**config.mk**
```make
export PLATFORM = sky130hd
export DESIGN_NAME = matrix_ram_stream_reader
export DESIGN_NICKNAME = d
export VERILOG_FILES = /design/src/rtl/matrix_ram_stream_reader.sv
export SDC_FILE = /design/constraint.sdc
export NUM_CORES = 1
export LEC_CHECK = 0
export ABC_CLOCK_PERIOD_IN_PS = 5500
export CORE_MARGIN = 8
export CORE_UTILIZATION = 47
export CTS_BUF_LIST = sky130_fd_sc_hd__clkbuf_8
export DETAILED_ROUTE_END_ITERATION = 16
export PLACE_DENSITY = 0.78
export SLEW_MARGIN = 20
export SYNTH_ARGS = -nofsm -noshare
export SYNTH_HDL_FRONTEND = slang
export SYNTH_SLANG_ARGS = --single-unit
```
**constraint.sdc**
```tcl
create_clock -name clka -period 5.5 [get_ports clka]
set_input_delay 1.1 -clock clka [delete_from_list [all_inputs] [get_ports clka]]
set_output_delay 1.1 -clock clka [all_outputs]
set_load 0.02 [all_outputs]
```
**src/rtl/matrix_ram_stream_reader.sv**
```systemverilog
// rtl/matrix_ram_stream_reader.sv - matrix BRAM read sequencer presenting words as a valid/ready stream
//
// Purpose: on a start command, issues num_words sequential reads from base_addr
//          into a single-port matrix BRAM. It absorbs the RAM read latency in a small
//          skid FIFO and streams the words out with a last marker.
// Ports:
//   clka       clock, all logic on posedge
//   rsta       asynchronous active-high reset
//   start      command pulse, sampled only in IDLE
//   base_addr  first RAM address, sampled with start
//   num_words  word count, sampled with start, clamped to RAM_DEPTH
//   ram_addr   RAM address (addra)
//   ram_en     RAM enable (ena)
//   ram_regce  RAM output-register enable (regcea)
//   ram_dout   RAM read data (douta)
//   m_data     stream data
//   m_valid    stream valid
//   m_last     final word of the command
//   m_ready    stream ready from consumer
//   busy       command in progress
//   done       one-cycle pulse after the final handshake
module matrix_ram_stream_reader #(
   parameter int RAM_WIDTH    = 64,
   parameter int RAM_DEPTH    = 64,
   parameter int READ_LATENCY = 1,
   parameter int AW           = $clog2(RAM_DEPTH),
   parameter int CW           = $clog2(RAM_DEPTH + 1)
) (
   input  logic                 clka,
   input  logic                 rsta,
   input  logic                 start,
   input  logic [AW-1:0]        base_addr,
   input  logic [CW-1:0]        num_words,
   output logic [AW-1:0]        ram_addr,
   output logic                 ram_en,
   output logic                 ram_regce,
   input  logic [RAM_WIDTH-1:0] ram_dout,
   output logic [RAM_WIDTH-1:0] m_data,
   output logic                 m_valid,
   output logic                 m_last,
   input  logic                 m_ready,
   output logic                 busy,
   output logic                 done
);

   localparam int D    = READ_LATENCY + 1;   // skid FIFO depth = max reads in flight
   localparam int PTRW = $clog2(D);
   localparam int CNW  = $clog2(D + 1);

   if (READ_LATENCY != 1 && READ_LATENCY != 2) begin : g_bad_latency
      $error("READ_LATENCY must be 1 (LOW_LATENCY) or 2 (HIGH_PERFORMANCE)");
   end

   typedef enum logic [1:0] {S_IDLE, S_ISSUE, S_DRAIN, S_DONE} state_t;

   state_t                  state, state_nxt;
   logic [AW-1:0]           addr_q;
   logic [CW-1:0]           left_q;          // reads still to be issued
   logic [CW-1:0]           num_clamped;
   logic [CNW-1:0]          credit_q;        // issued but not yet popped
   logic [READ_LATENCY-1:0] pipe_vld_q;
   logic [READ_LATENCY-1:0] pipe_last_q;
   logic [RAM_WIDTH-1:0]    fifo_data_q [D];
   logic [D-1:0]            fifo_last_q;
   logic [PTRW-1:0]         wr_ptr_q, rd_ptr_q;
   logic [CNW-1:0]          count_q;
   logic                    push, pop;

   function automatic logic [PTRW-1:0] ptr_next(input logic [PTRW-1:0] p);
      return (p == PTRW'(D - 1)) ? '0 : p + PTRW'(1);
   endfunction

   assign num_clamped = (num_words > CW'(RAM_DEPTH)) ? CW'(RAM_DEPTH) : num_words;

   assign m_valid  = (count_q != '0);
   assign m_data   = fifo_data_q[rd_ptr_q];
   assign m_last   = fifo_last_q[rd_ptr_q];
   assign pop      = m_valid && m_ready;
   assign push     = pipe_vld_q[READ_LATENCY-1];
   assign ram_addr = addr_q;

   always_ff @(posedge clka or posedge rsta) begin
      if (rsta) state <= S_IDLE;
      else      state <= state_nxt;
   end

   always_comb begin
      state_nxt = state;
      case (state)
         S_IDLE:  if (start) state_nxt = (num_clamped == '0) ? S_DONE : S_ISSUE;
         S_ISSUE: if (ram_en && left_q == CW'(1)) state_nxt = S_DRAIN;
         S_DRAIN: if (pop && m_last) state_nxt = S_DONE;
         S_DONE:  state_nxt = S_IDLE;
         default: state_nxt = S_IDLE;
      endcase
   end

   always_comb begin
      ram_en = 1'b0;
      busy   = 1'b0;
      done   = 1'b0;
      case (state)
         S_ISSUE: begin
            busy = 1'b1;
            // A full credit window may still issue when a slot frees this cycle.
            ram_en = (credit_q < CNW'(D)) || (credit_q == CNW'(D) && pop);
         end
         S_DRAIN: busy = 1'b1;
         S_DONE:  done = 1'b1;
         default: ;
      endcase
   end

   always_ff @(posedge clka or posedge rsta) begin
      if (rsta) begin
         ram_regce <= 1'b0;
      end else begin
         ram_regce <= 1'b1;
      end
   end

   always_ff @(posedge clka or posedge rsta) begin
      if (rsta) begin
         addr_q <= '0;
         left_q <= '0;
      end else if (state == S_IDLE && start) begin
         addr_q <= base_addr;
         left_q <= num_clamped;
      end else if (ram_en) begin
         addr_q <= (addr_q == AW'(RAM_DEPTH - 1)) ? '0 : addr_q + AW'(1);
         left_q <= left_q - CW'(1);
      end
   end

   always_ff @(posedge clka or posedge rsta) begin
      if (rsta) begin
         credit_q <= '0;
      end else begin
         credit_q <= credit_q + CNW'(ram_en) - CNW'(pop);
      end
   end

   // Tracks each read through the RAM pipeline so its data is captured exactly
   // READ_LATENCY cycles after the enable, along with its last flag.
   always_ff @(posedge clka or posedge rsta) begin
      if (rsta) begin
         pipe_vld_q  <= '0;
         pipe_last_q <= '0;
      end else begin
         pipe_vld_q[0]  <= ram_en;
         pipe_last_q[0] <= ram_en && (left_q == CW'(1));
         for (int i = 1; i < READ_LATENCY; i++) begin
            pipe_vld_q[i]  <= pipe_vld_q[i-1];
            pipe_last_q[i] <= pipe_last_q[i-1];
         end
      end
   end

   always_ff @(posedge clka or posedge rsta) begin
      if (rsta) begin
         wr_ptr_q    <= '0;
         rd_ptr_q    <= '0;
         count_q     <= '0;
         fifo_last_q <= '0;
         for (int i = 0; i < D; i++) fifo_data_q[i] <= '0;
      end else begin
         if (push) begin
            fifo_data_q[wr_ptr_q] <= ram_dout;
            fifo_last_q[wr_ptr_q] <= pipe_last_q[READ_LATENCY-1];
            wr_ptr_q              <= ptr_next(wr_ptr_q);
         end
         if (pop) rd_ptr_q <= ptr_next(rd_ptr_q);
         count_q <= count_q + CNW'(push) - CNW'(pop);
      end
   end

endmodule

```
* Word level (Yosys, flattened, before mapping)
Cells that the tools add are included.
** Word-level totals
- Register bits :: 154
** Cells by class
- Add/sub/neg operators :: 8
- $lt $le $gt $ge :: 8
- Eq/ne operators :: 9
- Muxes and demuxes :: 27
- Bitwise operators :: 2
- Reductions and logical operators :: 14
** Operators by type and width (number)
- $mux W64 :: 4
- $bwmux W128 :: 1
- $demux W64 S1 :: 1
- $mux W7 :: 3
- $mux W6 :: 3
- $mux W1 :: 8
- $mux W2 :: 4
- $pmux W2 S4 :: 1
- $eq A7 B1 Y1 const B :: 1
- $gt A7 B7 Y1 const B :: 1
- $logic_and A1 B1 Y1 :: 7
- $logic_not A7 Y1 :: 1
- $sub A7 B1 Y7 const B :: 1
- $add A6 B1 Y6 const B :: 1
- $eq A2 B2 Y1 const B :: 3
- $eq A6 B6 Y1 const B :: 1
- $ne A2 B2 Y1 const B :: 3
- $add A2 B1 Y2 :: 2
- $ge A2 B2 Y1 const B :: 2
- $lt A1 B2 Y1 const B :: 2
- $not A1 Y2 :: 2
- $reduce_bool A2 Y1 :: 2
- $sub A2 B1 Y2 :: 2
- $reduce_and A3 Y1 :: 1
- other kinds (10) :: 11

* Depth between registers and ports, before layout
- Depth after elaboration :: 8
- Depth in mapped cells :: 7

* Worst setup path after synthesis
OpenSTA, ideal clock, no wires.
- Path type :: input port to output port
- From :: in m_ready
- To :: out ram_en
- Data arrival time :: 1631 ps
- Data required time :: 4400 ps
- Slack :: 2769 ps
- Cell stages on the path :: 4
- Path buffers :: 0
- Path through :: o21ai_2 > o21ai_4 > nand2_2 > inv_1
** Between the ends
- Cells in the longest elaborated chain, start to end :: 4
** Ends and longest elaborated chain
- start, declared :: RTL line 41 : input logic m_ready,
- $logic_and A1 B1 Y1 :: RTL line 78 : assign pop = m_valid && m_ready;
- $logic_and A1 B1 Y1 :: RTL line 106 : ram_en = (credit_q < CNW'(D)) || (credit_q == CNW'(D) && pop);
- $logic_or A1 B1 Y1 :: RTL line 106
- $mux W1 :: RTL line 102 : case (state)
- end, declared :: RTL line 35 : output logic ram_en,
Every way passes these cells.

* Final worst setup path
Ends and elaborated chain as after synthesis.

==> results.json <==
{
  "min_period_ns": 4.090,
  "nNetsFinal": 737,
  "grt_pass1_vias": 4931,
  "endpoint_kind": "primary output",
  "synthTopCellsByArea": "dfrtp_1 (56%), mux2_2 (32%), ha_1 (2.2%)",
  "grt_pass1_wl_um": 24810,
  "grt_usage": 0.1701,
  "gp_congestion": 0.7978,
  "initial_utilization": 0.4793,
  "sequentialPowerShare": 0.341,
  "synth_edf_count": 0,
  "num_io_pins": 157,
  "fp.dieW_um": 137.5,
  "coreArea_sq_um": 14480,
  "dr.pass1.iters": 4,
  "multi_input_area_sq_um": 2929,
  "htreeDepth": 4,
  "worstPathMaxFanout": 12,
  "synth.avg_cell_area_sq_um": 14.22,
  "synthArstFlopShare": 1.000,
  "finalMaxSlewViolations": 0,
  "syn_inst": 488,
  "arrival_ns": 2.99,
  "netlist.area_leader.share": 0.5553,
  "cts_setup_buffers": 0,
  "clock_sinks": 154,
  "power_leakage_nw": 3.776,
  "syn_area_sq_um": 6940,
  "synthFlopType": "dfrtp_1",
  "layout-drive-gt1-share": 0.3720,
  "seq_area_sq_um": 3855,
  "clock-root-buffer": "clkbuf_8",
  "worst_ep_required_time_ns": 4.40,
  "status": "finished, final reports clean",
  "synth-seq-cells": 154,
  "final_util": 0.6307,
  "yosysUniqueCellTypes": 34,
  "overflow": 0,
  "yosys_warnings": 0,
  "fmax_mhz": 244.5,
  "setup_tns_ns": 0,
  "hold_viol": 0,
  "via_per_inst": 5.258,
  "hpwl_um": 10990,
  "internal_power_mw": 4.003,
  "total_power_mw": 6.166,
  "clkPwrFrac": 0.157,
  "timing.final.crit_share": 0.7436,
  "rows": 44,
  "ir_drop_v": 0.0003841,
  "n_fill_cell": 1115,
  "wl_per_cell_um": 18.70,
  "crit_type": "input port to primary output",
  "die-area_sq_um": 18910,
  "drc": 0,
  "clk_latency_ns": 0.44,
  "drv_cap": 0,
  "yosysTopAreaCell": "dfrtp_1",
  "p_switching_mw": 2.163,
  "clk_pin_slew_ns": 0.08,
  "fin_skew_ns": 0.007846,
  "drt_iter0_drc": 162,
  "chipHeight_um": 137.5,
  "worst_pin_slew_ns": 1.105,
  "sw_frac_of_total": 0.3507,
  "area_growth_pct": 31.58,
  "cts_made_buffers": 17,
  "vias": 4417,
  "setup_violations": 0,
  "wl_um": 15700,
  "rsz0062_at_grt": "false",
  "cts_buffer_depth": 2,
  "p_per_area_nw_per_um2": 675.1,
  "comb_power_share": 0.502,
  "post_cts_resized": 0,
  "seq_area_frac_synth": 0.5553,
  "ant_nets": 0,
  "worstSetupStartpointType": "input port",
  "num_antenna_cells": 0,
  "syn_nets": 581,
  "slew_headroom": 0.2632,
  "portBuffers": 156,
  "grt_max_degree": 96,
  "holdCritPathClass": "flop to flop",
  "cts_tree": "done",
  "hold_buffers": 0,
  "antenna_found_initial": 0
}
==> registers in the layout, summed over array words and instances, names as in the netlist <==
signal       flops
wr_ptr_q         1
ram_addr         6
pipe_vld_q       1
pipe_last_q      1
credit_q         2
left_q           7
ram_regce        1
rd_ptr_q         1
state            2
fifo_data_q    128
count_q          2
fifo_last_q      2
==> worst paths after layout <==
path	startpoint	endpoint	slack (ns)	cells past startpoint
setup / recovery	m_ready	ram_en	1.41	6
hold / removal	fifo_data_q[47]	fifo_data_q[47]	0.50	1
setup reg to reg	pipe_vld_q	fifo_data_q[94]	3.07	3
hold reg to reg	fifo_data_q[47]	fifo_data_q[47]	0.50	1
max in group asynchronous	rsta	fifo_data_q[23]	3.26	3
min in group asynchronous	rsta	fifo_data_q[105]	1.20	2
==> per-stage QoR <==
stage	area, sq um	cells	setup WS (ns)	hold slack [ns]
CTS	9133	840	1.404	0.5071
global route	9133	840	1.295	0.5155
floorplan	6940	488	0.2502	0.4633
global placement	8675	809	1.483	0.4806
finish	9133	840	1.410	0.5040
detailed placement	8675	809	1.420	0.4878
==> cell families after synthesis <==
| group | Yosys count | share of synthesized area |
|---|---|---|
| compound gates | 27 | 0.02596 |
| xor+xnor | 14 | 0.01767 |
| fa+ha+maj | 12 | 0.02163 |
| buf+inv | 38 | 0.02416 |
| flops | 154 | 0.5553 |
| mux | 195 | 0.3164 |
| other cells | 1 | 0.0005403 |
| simple gates | 47 | 0.03840 |
==> critical path, cell delays in order <==
cell and delay (ns):
clkdlybuf4s50_1 0.48, o21ai_2 0.09, o21ai_4 0.33, nand2_2 0.20, inv_1 0.16, clkdlybuf4s50_1 0.62
==> power by group through the flow <==
stage	Clock [mW]	Combinational [mW]	Sequential (mW)
2_1_floorplan	0	2.03	1.98
3_3_place_gp	0	3.04	2.08
3_5_place_dp	0	3.13	2.13
4_1_cts	0.993	3.15	2.11
5_1_grt	1.04	3.31	2.18
6_report	0.970	3.09	2.10
==> layout make-up <==
cell class | count | area share
clock inverters | 12 | 0.02151
clock buffers | 19 | 0.02863
multi-input cells | 296 | 0.3207
repair buffers | 162 | 0.1759
well taps | 184 | 0.02521
inverters | 13 | 0.005891
flip-flops and latches | 154 | 0.4221
==> layer usage <==
| layer | wire [um] | track usage |
|---|---|---|
| met3 | 1094 | 0.04778 |
| met2 | 7569 | 0.2754 |
| met4 | 317 | 0.07182 |
| met5 | 0 | 0 |
| met1 | 6723 | 0.2093 |
==> cell usage after synthesis, types with 2 or more instances <==
| cell | count |
|---|---|
| nor2_1 | 11 |
| xor2_1 | 8 |
| nor2b_1 | 4 |
| xnor2_1 | 6 |
| dfrtp_1 | 154 |
| nand4_1 | 3 |
| a21oi_1 | 14 |
| buf_2 | 20 |
| nand2_1 | 7 |
| and3_1 | 3 |
| inv_1 | 13 |
| mux2_2 | 195 |
| or3_1 | 2 |
| a2bb2oi_1 | 2 |
| clkbuf_1 | 5 |
| a31oi_1 | 4 |
| ha_1 | 12 |
| o21ai_0 | 2 |
| nand3_1 | 6 |
| nand4b_1 | 2 |
| nor4_1 | 2 |
==> cells in the final DEF (no fill, tap or decap), types with 3 or more instances in the layout <==
master             n
bufinv_16          5
dfrtp_1          153
and3_1             3
xor2_1             8
clkdlybuf4s50_1  156
mux2_2           195
nor2_1            11
xnor2_1            6
nor2b_1            3
inv_1             12
a21oi_1           14
nand3_1            6
a31oi_1            4
nand4_1            3
clkinv_2           3
ha_1              12
clkinvlp_4         3
buf_4              6
clkbuf_8          19
nand2_1            6
No activity file was read; power rests on OpenSTA's default activity.
